==> config.mk <==
export PLATFORM = sky130hd
export DESIGN_NAME = muldiv_seq
export DESIGN_NICKNAME = d
export VERILOG_FILES = /design/src/rtl/muldiv_seq.sv
export SDC_FILE = /design/constraint.sdc
export NUM_CORES = 1
export LEC_CHECK = 0
export ABC_AREA = 0
export ABC_CLOCK_PERIOD_IN_PS = 12300
export BUFFER_PORTS_ARGS = -buffer_cell sky130_fd_sc_hd__buf_4
export CAP_MARGIN = 20
export CORE_ASPECT_RATIO = 0.75
export CORE_UTILIZATION = 45
export DETAILED_ROUTE_END_ITERATION = 8
export HOLD_SLACK_MARGIN = 0.03
export REMOVE_ABC_BUFFERS = 1
export SLEW_MARGIN = 20
export SYNTH_ARGS = -nofsm -noshare
export SYNTH_HDL_FRONTEND = slang
export SYNTH_SLANG_ARGS = --single-unit
==> constraint.sdc <==
create_clock -name clk -period 12.3 [get_ports clk]
set_input_delay 0.615 -clock clk [delete_from_list [all_inputs] [get_ports clk]]
set_output_delay 0.615 -clock clk [all_outputs]
set_load 0.01 [all_outputs]
==> src/rtl/muldiv_seq.sv <==
// rtl/muldiv_seq.sv - radix-2 iterative multiply/divide sequencer owning HI/LO
// Shift-add multiply, restoring divide; sign fixup applied in a single FIX cycle.
module muldiv_seq #(
  parameter int WIDTH = 32
) (
  input  logic             clk,
  input  logic             reset,
  input  logic             start,
  input  logic             op_div,
  input  logic             op_sign,
  input  logic [WIDTH-1:0] a,
  input  logic [WIDTH-1:0] b,
  input  logic             flush,
  input  logic             mthi,
  input  logic             mtlo,
  input  logic [WIDTH-1:0] wdata,
  output logic             busy,
  output logic             done,
  output logic [WIDTH-1:0] hi,
  output logic [WIDTH-1:0] lo
);

  localparam int CW = $clog2(WIDTH);

  typedef enum logic [1:0] {IDLE, RUN, FIX} state_t;

  state_t           state, state_nxt;
  logic [CW-1:0]    cnt;
  logic [WIDTH-1:0] acc_hi, acc_lo, opnd, a_raw;
  logic             is_div, neg_q, neg_r, div_zero;
  logic             accept, commit, mt_ok, last;

  logic [WIDTH-1:0]   a_abs, b_abs;
  logic [WIDTH:0]     mul_sum, div_trial;
  logic [2*WIDTH-1:0] prod_fix;
  logic [WIDTH-1:0]   quo_fix, rem_fix;

  assign last   = (cnt == CW'(WIDTH-1));
  assign mt_ok  = (state == IDLE) && !start;
  assign commit = (state == FIX) && !flush;
  assign busy   = (state != IDLE);

  always_ff @(posedge clk or posedge reset) begin
    if (reset) state <= IDLE;
    else       state <= state_nxt;
  end

  always_comb begin
    state_nxt = state;
    accept    = 1'b0;
    case (state)
      IDLE: if (start && !flush) begin
        accept    = 1'b1;
        state_nxt = RUN;
      end
      RUN: begin
        if (flush)     state_nxt = IDLE;
        else if (last) state_nxt = FIX;
      end
      FIX:     state_nxt = IDLE;
      default: state_nxt = IDLE;
    endcase
  end

  assign a_abs = (op_sign && a[WIDTH-1]) ? -a : a;
  assign b_abs = (op_sign && b[WIDTH-1]) ? -b : b;

  // acc_hi is the running partial product / remainder; acc_lo holds the
  // multiplier or dividend bits still to be consumed and collects the result.
  assign mul_sum   = {1'b0, acc_hi} + {1'b0, (acc_lo[0] ? opnd : {WIDTH{1'b0}})};
  assign div_trial = {acc_hi, acc_lo[WIDTH-1]} - {1'b0, opnd};

  assign prod_fix = neg_q ? -{acc_hi, acc_lo} : {acc_hi, acc_lo};
  assign quo_fix  = neg_q ? -acc_lo : acc_lo;
  assign rem_fix  = neg_r ? -acc_hi : acc_hi;

  always_ff @(posedge clk or posedge reset) begin
    if (reset) begin
      cnt      <= '0;
      acc_hi   <= '0;
      acc_lo   <= '0;
      opnd     <= '0;
      a_raw    <= '0;
      is_div   <= 1'b0;
      neg_q    <= 1'b0;
      neg_r    <= 1'b0;
      div_zero <= 1'b0;
      hi       <= '0;
      lo       <= '0;
      done     <= 1'b0;
    end else begin
      done <= commit;
      if (accept) begin
        cnt      <= '0;
        acc_hi   <= '0;
        acc_lo   <= op_div ? a_abs : b_abs;
        opnd     <= op_div ? b_abs : a_abs;
        a_raw    <= a;
        is_div   <= op_div;
        neg_q    <= op_sign && (a[WIDTH-1] ^ b[WIDTH-1]);
        neg_r    <= op_sign && a[WIDTH-1];
        div_zero <= (b == '0);
      end else if (state == RUN) begin
        cnt <= cnt + 1'b1;
        if (is_div) begin
          if (!div_trial[WIDTH]) begin
            acc_hi <= div_trial[WIDTH-1:0];
            acc_lo <= {acc_lo[WIDTH-2:0], 1'b1};
          end else begin
            acc_hi <= {acc_hi[WIDTH-2:0], acc_lo[WIDTH-1]};
            acc_lo <= {acc_lo[WIDTH-2:0], 1'b0};
          end
        end else begin
          acc_hi <= mul_sum[WIDTH:1];
          acc_lo <= {mul_sum[0], acc_lo[WIDTH-1:1]};
        end
      end

      if (commit) begin
        if (!is_div) begin
          hi <= prod_fix[2*WIDTH-1:WIDTH];
          lo <= prod_fix[WIDTH-1:0];
        end else if (div_zero) begin
          hi <= a_raw;
          lo <= '1;
        end else begin
          hi <= rem_fix;
          lo <= quo_fix;
        end
      end else if (mt_ok) begin
        if (mthi) hi <= wdata;
        if (mtlo) lo <= wdata;
      end
    end
  end

endmodule

==> run summary <==
total gr overflow -> 0
final setup margin -> 7.54 ns
Post-CTS Setup Inserts -> 0
Switch Pwr -> 0.00189 W
RSZ-0062 raised after global routing -> false
Worst-Skew Late Latency -> 0.55 ns
Pwr Density -> 211 mW/mm2
Final Skew -> 0.0151 ns
routed vias -> 16923
Num CTS Buffers -> 24
Crit path max-delay family -> compound AO/OA/AOI/OAI gates
xor and xnor area share after synthesis -> 0.0914
largest net degree at the start of global routing -> 81
clock network power share -> 0.200
Yosys top cell by area -> dfrtp_1
post-route minimum period -> 4.76 ns
sequential share of the synthesized area -> 0.299
Yosys reg bits -> 204
max incr delay on CP -> 0.85 ns
most frequent cells in the layout -> nand2_1 (331), o21ai_0 (205), dfrtp_1 (202)
post-synthesis mux area share -> 0.0548
Max-cap violations -> 0
Crit path arrival time -> 5.15 ns
Sw Ratio -> 0.460
CTS sink cnt -> 204
CP max-delay cell -> clkinv_1
top_reg_cell synth -> dfrtp_1
class of the worst hold path -> input pin to asynchronous set/reset pin
CTS H-tree depth -> 1
post_cts resized -> 0
pre-CTS WS -> 7.85 ns
n_diodes -> 0
wirelength, routed -> 63.0 mm
Int Pwr -> 0.00222 W
Critical Path Fanout Max -> 31
number of DRC markers in iteration 0 -> 1751
post-route antenna net violation count -> 0
mapped cell area -> 0.0171 mm2
CTS tree -> done
post-synth top area share -> 0.299
DRC Markers -> 0
clk slew on worst S/H paths -> 0.07 ns
clk buf depth -> 3
register area -> 0.00511 mm2
Worst VDD drop -> 0.113 mV
Pleak -> 8.44 nW
Reg2Reg Depth -> 12
Syn. warnings -> 0
CORE AREA -> 0.0372 mm2
vias in the first global route -> 15596
Fillers -> 3560
Chip Height -> 171 um
Port Buf Inserts -> 169
async set-reset flop share out of synthesis -> 1.00
Worst slew margin -> 0.302
DIE WIDTH -> 227 um
routed vias/inst -> 6.17
Multi-input gate area -> 0.0111 mm2
Final Wtd Congestion -> 0.941
compound-gate portion of the synthesized area -> 0.258
CP Buf/Inv Count -> 1
share of layout cells above drive strength 1 -> 0.130
detailed placement HPWL -> 46.1 mm
Flop pwr share -> 0.280
Final Max Tran Viols -> 0
Syn-to-layout area delta -> 14.1%
initial antenna violation count -> 2
EDFF count, synth -> 0
I/O pins -> 170
Root Buffer -> clkbuf_16
post-synth cell types -> 89
largest family of logic cells by synthesized area -> compound AO/OA/AOI/OAI gates
Synth Instances -> 2154
final setup vio count -> 0
CP Cell Sequence -> clkinv_1 -> nor2_1 -> ha_1 -> o211ai_1 -> o21a_1 -> a211oi_1 -> o41ai_1 -> o21ai_0 -> a221oi_2 -> o21ai_0 -> mux2i_1 -> o211ai_1
endpoints failing hold -> 0
Final Instance Area -> 0.0195 mm2
power share of the combinational group -> 0.520
GRT Overall Usage -> 0.321
largest cells by area after synthesis -> dfrtp_1 (30%), nand2_1 (7.3%), o21ai_0 (6.0%)
DIE AREA -> 0.0387 mm2
Fmax -> 0.210 GHz
stages on the worst setup path -> 12
slew of the pin with the lowest slew margin -> 1.04 ns
CTS Hold Bufs -> 0
Synth Area in Simple Gates -> 0.193
critical path type -> flop to flop
dpl cell area -> 0.0186 mm2
Starting Density -> 0.459
adder-cell share of the synthesized area -> 0.0537
Final nets -> 2397
syn avg cell area -> 7.92 um2
status -> finished, final reports clean
global-route wire length before repair -> 95.1 mm
critical path startpoint category -> flop
CP endpoint kind -> flop
Pre-antenna DRT Iters -> 5
Wirelength per Cell -> 23.0 um
commonest non-fill, non-tap cell in the layout -> nand2_1
required time worst endpoint -> 12.69 ns
Post-Route Setup TNS -> 0 ns
Rows -> 61
final period utilization -> 0.387
==> area by class of cell <==
type / instances / share of cell area
Clock buffer: 30 / 0.0352
Inverter: 61 / 0.0122
Multi-Input combinational cell: 1737 / 0.572
Timing Repair Buffer: 193 / 0.0745
Sequential cell: 204 / 0.263
Clock inverter: 14 / 0.0108
Tap cell: 504 / 0.0324
==> logic make-up after synthesis <==
family | Yosys count
buf+inv | 213
mux | 93
compound gates | 689
xor+xnor | 177
flops | 204
simple gates | 706
fa+ha+maj | 72
==> per-layer routing <==
| metal | global-route usage | up-vias | share of wire |
|---|---|---|---|
| met5 | 0 | - | 0.00021 |
| met4 | 0.0849 | 2 | 0.026 |
| met3 | 0.0613 | 95 | 0.081 |
| met2 | 0.473 | 765 | 0.43 |
| met1 | 0.476 | 8158 | 0.47 |
| li1 | - | 7903 | - |
==> metrics by stage <==
| step | cells | utilization | hold WS, ns | power [W] |
|---|---|---|---|---|
| global route | 2743 | 0.523 | 0.190 | 0.00439 |
| CTS | 2743 | 0.523 | 0.157 | 0.00408 |
| floorplan | 2002 | - | 0.440 | 0.00257 |
| global placement | 2699 | 0.499 | 0.452 | 0.00323 |
| detailed placement | 2699 | 0.499 | 0.457 | 0.00325 |
| finish | 2743 | 0.523 | 0.144 | 0.00411 |
==> power groups by stage <==
stage / Clock (W) / Sequential [W] / Combinational (W)
after global placement: 0 / 0.00115 / 0.00207
after CTS: 0.000829 / 0.00114 / 0.00211
after floorplan: 0 / 0.00108 / 0.00149
final: 0.000823 / 0.00115 / 0.00214
after global routing: 0.000851 / 0.00117 / 0.00236
after detailed placement: 0 / 0.00115 / 0.00210
==> Yosys cell counts, types with 18 or more instances <==
cell,count
o31ai_1,32
nand2_1,331
ha_1,70
clkbuf_1,116
nor3_1,36
dfrtp_1,204
o21ai_0,205
buf_2,18
a21o_1,25
a211oi_1,26
nand3_1,27
mux2i_1,90
xor2_1,101
a31oi_1,25
o211ai_1,56
inv_1,59
xnor2_1,75
a21oi_1,158
a32oi_1,28
o21ai_1,19
nor2_1,166
==> state kept, by name, indices dropped and copies added, names as in the netlist <==
name      cells
acc_hi       32
lo           32
done          1
neg_q         1
div_zero      1
hi           32
opnd         32
neg_r         1
state         2
cnt           5
a_raw        32
is_div        1
acc_lo       32
==> path summary, 6_finish.rpt <==
path	startpoint	slack, ns	to
setup / recovery	acc_lo[0]	7.54	acc_hi[24]
hold / removal	reset	0.14	lo[24]
setup reg to reg	acc_lo[0]	7.54	acc_hi[24]
hold reg to reg	a_raw[7]	0.47	a_raw[7]
max in group asynchronous	reset	10.76	opnd[10]
min in group clk	flush	0.27	state[1]
Note: power is estimated with default switching activity, not from simulation.
